**src/rtl/soc_mem_pkg.sv**
```systemverilog
// rtl/soc_mem_pkg.sv - shared request/response types and address window check
package soc_mem_pkg;

  localparam int WORD_BYTES     = 4;
  localparam int MAX_ADDR_WIDTH = 64;

  typedef struct packed {
    logic [MAX_ADDR_WIDTH-1:0] addr;
    logic                      we;
    logic [WORD_BYTES-1:0]     be;
    logic [31:0]               wdata;
  } mem_req_t;

  typedef struct packed {
    logic        rvalid;
    logic [31:0] rdata;
    logic        err;
  } mem_rsp_t;

  // Word-aligned and inside [base, base + WORD_BYTES * 2^mem_addr_width),
  // with the subtraction wrapping at addr_width bits.
  function automatic logic addr_in_range(input logic [MAX_ADDR_WIDTH-1:0] addr,
                                         input logic [MAX_ADDR_WIDTH-1:0] base,
                                         input int unsigned addr_width,
                                         input int unsigned mem_addr_width);
    logic [MAX_ADDR_WIDTH-1:0] mask;
    logic [MAX_ADDR_WIDTH-1:0] offset;
    logic [MAX_ADDR_WIDTH-1:0] limit;
    mask   = (addr_width >= MAX_ADDR_WIDTH) ? '1 : ((64'd1 << addr_width) - 64'd1);
    offset = (addr - base) & mask;
    limit  = 64'(WORD_BYTES) << mem_addr_width;
    return (addr[1:0] == 2'b00) && (offset < limit);
  endfunction

endpackage

```
**src/rtl/rr_arbiter.sv**
```systemverilog
// rtl/rr_arbiter.sv - round-robin arbiter with one-hot grant and granted index
module rr_arbiter #(
  parameter int N = 2,
  localparam int IW = (N > 1) ? $clog2(N) : 1
) (
  input  logic          clk_i,
  input  logic          rst_ni,
  input  logic [N-1:0]  req_i,
  output logic [N-1:0]  gnt_o,
  output logic [IW-1:0] idx_o,
  output logic          valid_o
);

  logic [IW-1:0] rr_ptr_q;
  logic [IW-1:0] rr_ptr_d;
  int            cand_int;
  logic [IW-1:0] cand;

  // Scan upward from the pointer with wrap-around; first requester wins
  always_comb begin
    gnt_o    = '0;
    idx_o    = '0;
    valid_o  = 1'b0;
    cand_int = 0;
    cand     = '0;
    for (int i = 0; i < N; i++) begin
      cand_int = int'(rr_ptr_q) + i;
      if (cand_int >= N) cand_int = cand_int - N;
      cand = IW'(cand_int);
      if (!valid_o && req_i[cand]) begin
        valid_o     = 1'b1;
        gnt_o[cand] = 1'b1;
        idx_o       = cand;
      end
    end
  end

  // Next pointer: one past the winner, held when nobody is granted
  always_comb begin
    rr_ptr_d = rr_ptr_q;
    if (valid_o) begin
      rr_ptr_d = (idx_o == IW'(N - 1)) ? '0 : idx_o + 1'b1;
    end
  end

  // Pointer register
  always_ff @(posedge clk_i or negedge rst_ni) begin
    if (!rst_ni) rr_ptr_q <= '0;
    else         rr_ptr_q <= rr_ptr_d;
  end

endmodule

```
**src/rtl/sp_ram_arbiter.sv**
```systemverilog
// rtl/sp_ram_arbiter.sv - shares one single-port word RAM between N request/grant ports
module sp_ram_arbiter
  import soc_mem_pkg::*;
#(
  parameter int N_PORTS        = 2,
  parameter int ADDR_WIDTH     = 32,
  parameter int DATA_WIDTH     = 32,
  parameter int MEM_ADDR_WIDTH = 8,
  parameter logic [ADDR_WIDTH-1:0] BASE_ADDR = '0
) (
  input  logic                                  clk_i,
  input  logic                                  rst_ni,
  input  logic [N_PORTS-1:0]                    port_req_i,
  output logic [N_PORTS-1:0]                    port_gnt_o,
  input  logic [N_PORTS-1:0][ADDR_WIDTH-1:0]    port_addr_i,
  input  logic [N_PORTS-1:0]                    port_we_i,
  input  logic [N_PORTS-1:0][WORD_BYTES-1:0]    port_be_i,
  input  logic [N_PORTS-1:0][DATA_WIDTH-1:0]    port_wdata_i,
  output logic [N_PORTS-1:0]                    port_rvalid_o,
  output logic [N_PORTS-1:0][DATA_WIDTH-1:0]    port_rdata_o,
  output logic [N_PORTS-1:0]                    port_err_o,
  output logic                                  mem_en_o,
  output logic                                  mem_we_o,
  output logic [WORD_BYTES-1:0]                 mem_be_o,
  output logic [MEM_ADDR_WIDTH-1:0]             mem_addr_o,
  output logic [DATA_WIDTH-1:0]                 mem_wdata_o,
  input  logic [DATA_WIDTH-1:0]                 mem_rdata_i
);

  localparam int IW = (N_PORTS > 1) ? $clog2(N_PORTS) : 1;

  logic [N_PORTS-1:0]    gnt;
  logic [IW-1:0]         gnt_idx;
  logic                  gnt_any;
  mem_req_t              sel_req;
  logic [ADDR_WIDTH-1:0] offset;
  logic                  access_ok;

  logic                  resp_valid_q, resp_valid_d;
  logic [IW-1:0]         resp_port_q,  resp_port_d;
  logic                  resp_err_q,   resp_err_d;
  logic                  resp_we_q,    resp_we_d;

  mem_rsp_t              rsp [N_PORTS];

  rr_arbiter #(.N(N_PORTS)) u_rr_arbiter (
    .clk_i   (clk_i),
    .rst_ni  (rst_ni),
    .req_i   (port_req_i),
    .gnt_o   (gnt),
    .idx_o   (gnt_idx),
    .valid_o (gnt_any)
  );

  assign port_gnt_o = gnt;

  // Pick the granted port's request and check it against the RAM window
  always_comb begin
    sel_req.addr  = MAX_ADDR_WIDTH'(port_addr_i[gnt_idx]);
    sel_req.we    = port_we_i[gnt_idx];
    sel_req.be    = port_be_i[gnt_idx];
    sel_req.wdata = port_wdata_i[gnt_idx];
    offset        = port_addr_i[gnt_idx] - BASE_ADDR;
    access_ok     = gnt_any && addr_in_range(sel_req.addr, MAX_ADDR_WIDTH'(BASE_ADDR),
                                             ADDR_WIDTH, MEM_ADDR_WIDTH);
  end

  // Drive the RAM only for legal accesses; everything else stays at zero
  always_comb begin
    mem_en_o    = 1'b0;
    mem_we_o    = 1'b0;
    mem_be_o    = '0;
    mem_addr_o  = '0;
    mem_wdata_o = '0;
    if (access_ok) begin
      mem_en_o    = 1'b1;
      mem_we_o    = sel_req.we;
      mem_be_o    = sel_req.be;
      mem_addr_o  = MEM_ADDR_WIDTH'(offset >> 2);
      mem_wdata_o = sel_req.wdata;
    end
  end

  // Capture who was granted and how, so the reply lines up with RAM read data
  always_comb begin
    resp_valid_d = gnt_any;
    resp_port_d  = gnt_idx;
    resp_err_d   = gnt_any && !access_ok;
    resp_we_d    = sel_req.we;
  end

  // Response registers; reset drops any reply still in flight
  always_ff @(posedge clk_i or negedge rst_ni) begin
    if (!rst_ni) begin
      resp_valid_q <= 1'b0;
      resp_port_q  <= '0;
      resp_err_q   <= 1'b0;
      resp_we_q    <= 1'b0;
    end else begin
      resp_valid_q <= resp_valid_d;
      resp_port_q  <= resp_port_d;
      resp_err_q   <= resp_err_d;
      resp_we_q    <= resp_we_d;
    end
  end

  // Route the reply to its port; read data only for successful reads
  always_comb begin
    for (int j = 0; j < N_PORTS; j++) begin
      rsp[j].rvalid    = resp_valid_q && (resp_port_q == IW'(j));
      rsp[j].err       = rsp[j].rvalid && resp_err_q;
      rsp[j].rdata     = (rsp[j].rvalid && !resp_err_q && !resp_we_q) ? mem_rdata_i : '0;
      port_rvalid_o[j] = rsp[j].rvalid;
      port_err_o[j]    = rsp[j].err;
      port_rdata_o[j]  = rsp[j].rdata;
    end
  end

endmodule

```
**config.mk**
```make
export PLATFORM = sky130hd
export DESIGN_NAME = sp_ram_arbiter
export DESIGN_NICKNAME = d
export VERILOG_FILES = /design/src/rtl/soc_mem_pkg.sv /design/src/rtl/rr_arbiter.sv /design/src/rtl/sp_ram_arbiter.sv
export SDC_FILE = /design/constraint.sdc
export NUM_CORES = 1
export LEC_CHECK = 0
export ABC_AREA = 1
export ABC_CLOCK_PERIOD_IN_PS = 1760
export BUFFER_PORTS_ARGS = -buffer_cell sky130_fd_sc_hd__buf_2
export CORE_AREA = 2 2 114 116
export CTS_CLUSTER_DIAMETER = 120
export DETAILED_ROUTE_END_ITERATION = 6
export DIE_AREA = 0 0 116 118
export MAX_ROUTING_LAYER = met4
export PLACE_DENSITY = 0.49
export SKIP_CTS_REPAIR_TIMING = 1
export SYNTH_ARGS = -nofsm -noshare
export SYNTH_HDL_FRONTEND = slang
export SYNTH_HIERARCHICAL = 1
export SYNTH_SLANG_ARGS = --single-unit
```
**constraint.sdc**
```tcl
create_clock -name clk_i -period 1.76 [get_ports clk_i]
set_input_delay 0.088 -clock clk_i [delete_from_list [all_inputs] [get_ports clk_i]]
set_output_delay 0.088 -clock clk_i [all_outputs]
set_load 0.05 [all_outputs]
```
After elaboration in Yosys (flattened, before gate mapping)
Cells that the tools add are included.

Add/sub/neg operators: 4. Reductions and logical operators: 19. Multiplexer cells: 32. Bitwise gates (word level): 2. Magnitude comparators: 8.

Operators by type and width (number): $mux W32 (7); $lt A32 B11 Y1 const B (1); $mux W1 (17); $logic_and A1 B1 Y1 (14); $mux W4 (3); $mux W8 (1); $lt A1 B2 Y1 const B (3); $logic_not A1 Y1 (4); $mux W2 (2); $add A1 B1 Y2 const B (1); $demux W1 S1 (2); $ge A1 B1 Y1 const B (2); $ge A1 B2 Y1 const B (1); $ge A2 B2 Y1 const B (1); $logic_not A2 Y1 (1); $or A2 B2 Y2 (1); $sub A1 B1 Y1 const B (2); $add A1 B1 Y1 const B (1); $not A1 Y1 (1).

Bits in registers: 5. Output and inout bits: 116. Word-level logic and storage cells: 70. Input port bits: 174.

Longest topological paths before layout
Depth in word-level cells: 15. Mapped depth: 13. Mapped depth without buffers: 11.

By module
Netlist, hierarchy kept.

By module, submodules not included: sp_ram_arbiter (area each 1590.3 um2, sequential area each 100.1 um2, instances 1, cells an instance 276); rr_arbiter (area each 86.3 um2, sequential area each 25.0 um2, instances 1, cells an instance 17).

Least setup slack after synthesis
OpenSTA, ideal clock, no wires.

Path type: register to output. Start point: reg with a tool-made name. End point: out mem_addr_o[7]. Data arrival time: 1.984 ns. Path buffers: 1. Required time: 1.672 ns. Stages on the path, launching flop included: 11. Path slack: -0.312 ns. Cell sequence: dfrtp_1 nor2_1 nor2_1 buf_4 nor2_1 nand3b_1 nand2_1 nand2_1 nor2_4 nand3_4 nor2_1.

RTL lines: end, declared (RTL line sp_ram_arbiter.sv:25) `output logic [MEM_ADDR_WIDTH-1:0] mem_addr_o,`.

==> metrics.md <==
| Metric | Value |
|---|---|
| CTS tree | done |
| Commonest non-fill, non-tap cell in the layout | buf_2 |
| Cells along the critical path | nor2_4, nor2_4, buf_4, nor2_1, nand3_1, nand2_1, nand2_2, nor2_4, nand3_4, buf_12, clkbuf_16, nor2_4, buf_6 |
| First-pass GRT wire length | 13.1 mm |
| Initial antenna violation count | 0 |
| Crit path top cell by count | nor2_4 |
| Final setup margin | -0.462 ns |
| Io pins | 290 |
| Final Hold Vio Count | 0 |
| CTS max path bufs | 2 |
| Violated checks | negative setup slack |
| Total power | between 0.001 and 0.0015 W |
| Seq pwr share | 0.098 |
| Total die area | about 14,000 um^2 |
| Post-DP HPWL | a little over 8 mm |
| DR vias/cell | around 3.9 |
| Kind of critical path | flip-flop to output port |
| Core Util, Final | 0.359 |
| Total grt overflow | 0 |
| Status | finished, violations left |
| Met1 wire length | about 3.5 mm |
| Netlist cell types | 20 |
| Drt first pass iters | 4 |
| Cell row count | 41 |
| Hold Path Class | input port to async pin |
| Initial Util | 0.135 |
| Fin Clk Skew | around 0.00013 ns |
| Root buffer cell | clkbuf_16 |
| Worst skew pair latency | between 0.2 and 0.25 ns |
| Met2 WL post-DR | 5.25 mm |
| Pleak | ~2.5 nW |
| Most frequent cells in the layout | buf_2, nor2_1, inv_1, nor2_4, mux2i_1 |
| Routed wire per std cell | about 12 um |
| Worst setup EP type | output port |
| Buf+Inv Stages, Crit Path | 4 |
| Worst endpoint required time | ~1.7 ns |
| Die H | approximately 120 um |
| PD cells | 317 nW/um^2 |
| N_diodes | 0 |
| Switching share of total power | 0.450 |
| Combinational Power Share | 0.641 |
| Top layer in use | met4 |
| CP arrival | roughly 2.1 ns |
| TritonCTS buffer count | 3 |
| DIE WIDTH | roughly 120 um |
| Layout cells sized above 1 | 0.684 |
| Flops & latches, synth | 5 |
| I/O Buffers | 289 |
| Internal Power | 0.000779 W |
| Share of the yosys chip area belonging to registers | 0.0746 |
| Cells after Synth | about 300 |
| VDD IR max | 250 uV |
| Crit-path slowest cell | dfrtp_1 |
| Place WS | -0.325 ns |
| Switching pwr | about 0.00064 W |
| Worst slew pin tran | between 0.6 and 0.7 ns |
| # DRC | 0 |
| Post-Route WL | 9.62 mm |
| Final Max Slew Viols | 0 |
| Clk sinks | 5 |
| Core area | approximately 12,000 um^2 |
| Layout fillers | ~1,300 |
| Tcrit/Tclk final | 1.26 |
| Metal3 WL | between 800 and 900 um |
| Layout overhead on the synthesized area | 166% |
| H-tree Lvls | 1 |
| Syn Nets | between 400 and 500 |
| Highest net fanout along the worst path | 7 |
| Syn_area_per_cell | 5.72 um^2 |
| Clock-pin slew on the worst setup and hold paths | 0.03 ns |
| Final Net Count | approximately 770 |
| Clock power frac | 0.261 |
| Post-Syn Area | between 1500 and 2000 um^2 |
| YS warnings | 6 |
| Iter 0 DRT Violations | 43 |
| WHS | 0.205 ns |
| Max Freq | 0.450 GHz |
| Total number of vias | around 3,000 |
| Crit Reg-Reg Endpoint | resp_err_q$_DFF_PN0_ |
| Max-slew headroom | 0.574 |
| Gpl congestion | 0.814 |
| Largest net degree at the start of global routing | 38 |
| Unrepaired setup endpoints after global routing | yes |
| Minimum clock period | ~2.2 ns |
| Final setup viols | 46 |
| ANT nets after route | 0 |
| CP Launch Type | flip-flop |
| R2r setup slk | about 0.22 ns |
| Reg2Reg Depth | 10 |
| Vias in the first global route | around 2,800 |
| GRT Util Overall | 0.121 |
| Slowest stage delay, CP | 0.40 ns |
| Max-cap violation count | 0 |
| Family with the most delay on the worst path | simple AND/OR/NAND/NOR gates |
-- worst register-to-register path: cells and delay by family, from the launching register on --
kind                   cells  cell delay (ns)
and+or+nand+nor            7             0.68
buffers and inverters      2             0.25
DFF                        1             0.40
AOI/OAI and AO/OA          1             0.08
-- layout make-up --
type | count | area (um^2) | area share
timing repair buffer | 317 | 2250 | 0.504
multi-input combinational | 222 | 1600 | 0.359
tap | 172 | 215 | 0.0482
inverter | 50 | 195 | 0.0438
sequential | 5 | 125 | 0.0281
clock buffer | 4 | 78.8 | 0.0177
-- logic make-up (layout without fill, tap and decap cells) --
logic type,count (synthesis),in the layout,share of synthesized area
AND/OR/NAND/NOR,175,175,0.477
buffers and inverters,66,371,0.175
multiplexers,44,44,0.263
flip-flops,5,5,0.0746
AO/OA/AOI/OAI,3,3,0.0104
-- worst max path at each step --
stage | start | endpoint | slack [ns] | depth (start not counted)
2_1_floorplan | resp_port_q$_DFF_PN0_ | port_rdata_o[32] | -0.16 | 5
3_3_place_gp | flip-flop | mem_be_o[0] | -0.28 | 11
3_5_place_dp | flip-flop | mem_wdata_o[1] | -0.33 | 11
4_1_cts | flip-flop | mem_wdata_o[1] | -0.57 | 11
5_1_grt | flip-flop | mem_wdata_o[19] | -0.59 | 13
6_report | flip-flop | mem_wdata_o[19] | -0.46 | 13
-- synth_stat cells, drive strengths merged --
library cell  count  share of area
a21boi            1         0.0045
buf              10          0.050
clkbuf            6          0.013
dfrtp             5          0.075
inv              50           0.11
mux2i            44           0.26
nand2            21          0.049
nand3             6          0.025
nand3b            2         0.0090
nor2            142           0.38
nor3              2         0.0060
o21ai             2         0.0060
or2               2         0.0075
-- through the flow --
step                TNS [ns]  cells  cell area (um^2)
finish                -19.08    770              4460
global route          -25.11    770              4460
CTS                   -25.13    759              3930
detailed placement    -13.85    755              3850
global placement      -11.87    755              3850
floorplan             -10.60    293              2010
-- power by group through the flow --
stage / Sequential (W) / Combinational, W / Clock [W]
6_report: 0.000138 / 0.000908 / 0.000369
5_1_grt: 0.000140 / 0.000977 / 0.000384
4_1_cts: 0.000137 / 0.000887 / 0.000376
3_5_place_dp: 0.000139 / 0.000884 / 0
3_3_place_gp: 0.000138 / 0.000876 / 0
2_1_floorplan: 0.000139 / 0.000537 / 0
-- per-layer routing --
layer / global-route usage / up-vias
met3: 0.0108 / 6
met1: 0.131 / 1300
met5: - / -
met2: 0.240 / 182
met4: 0.0156 / 0
li1: - / 1484
(Power assumes the default switching activity.)
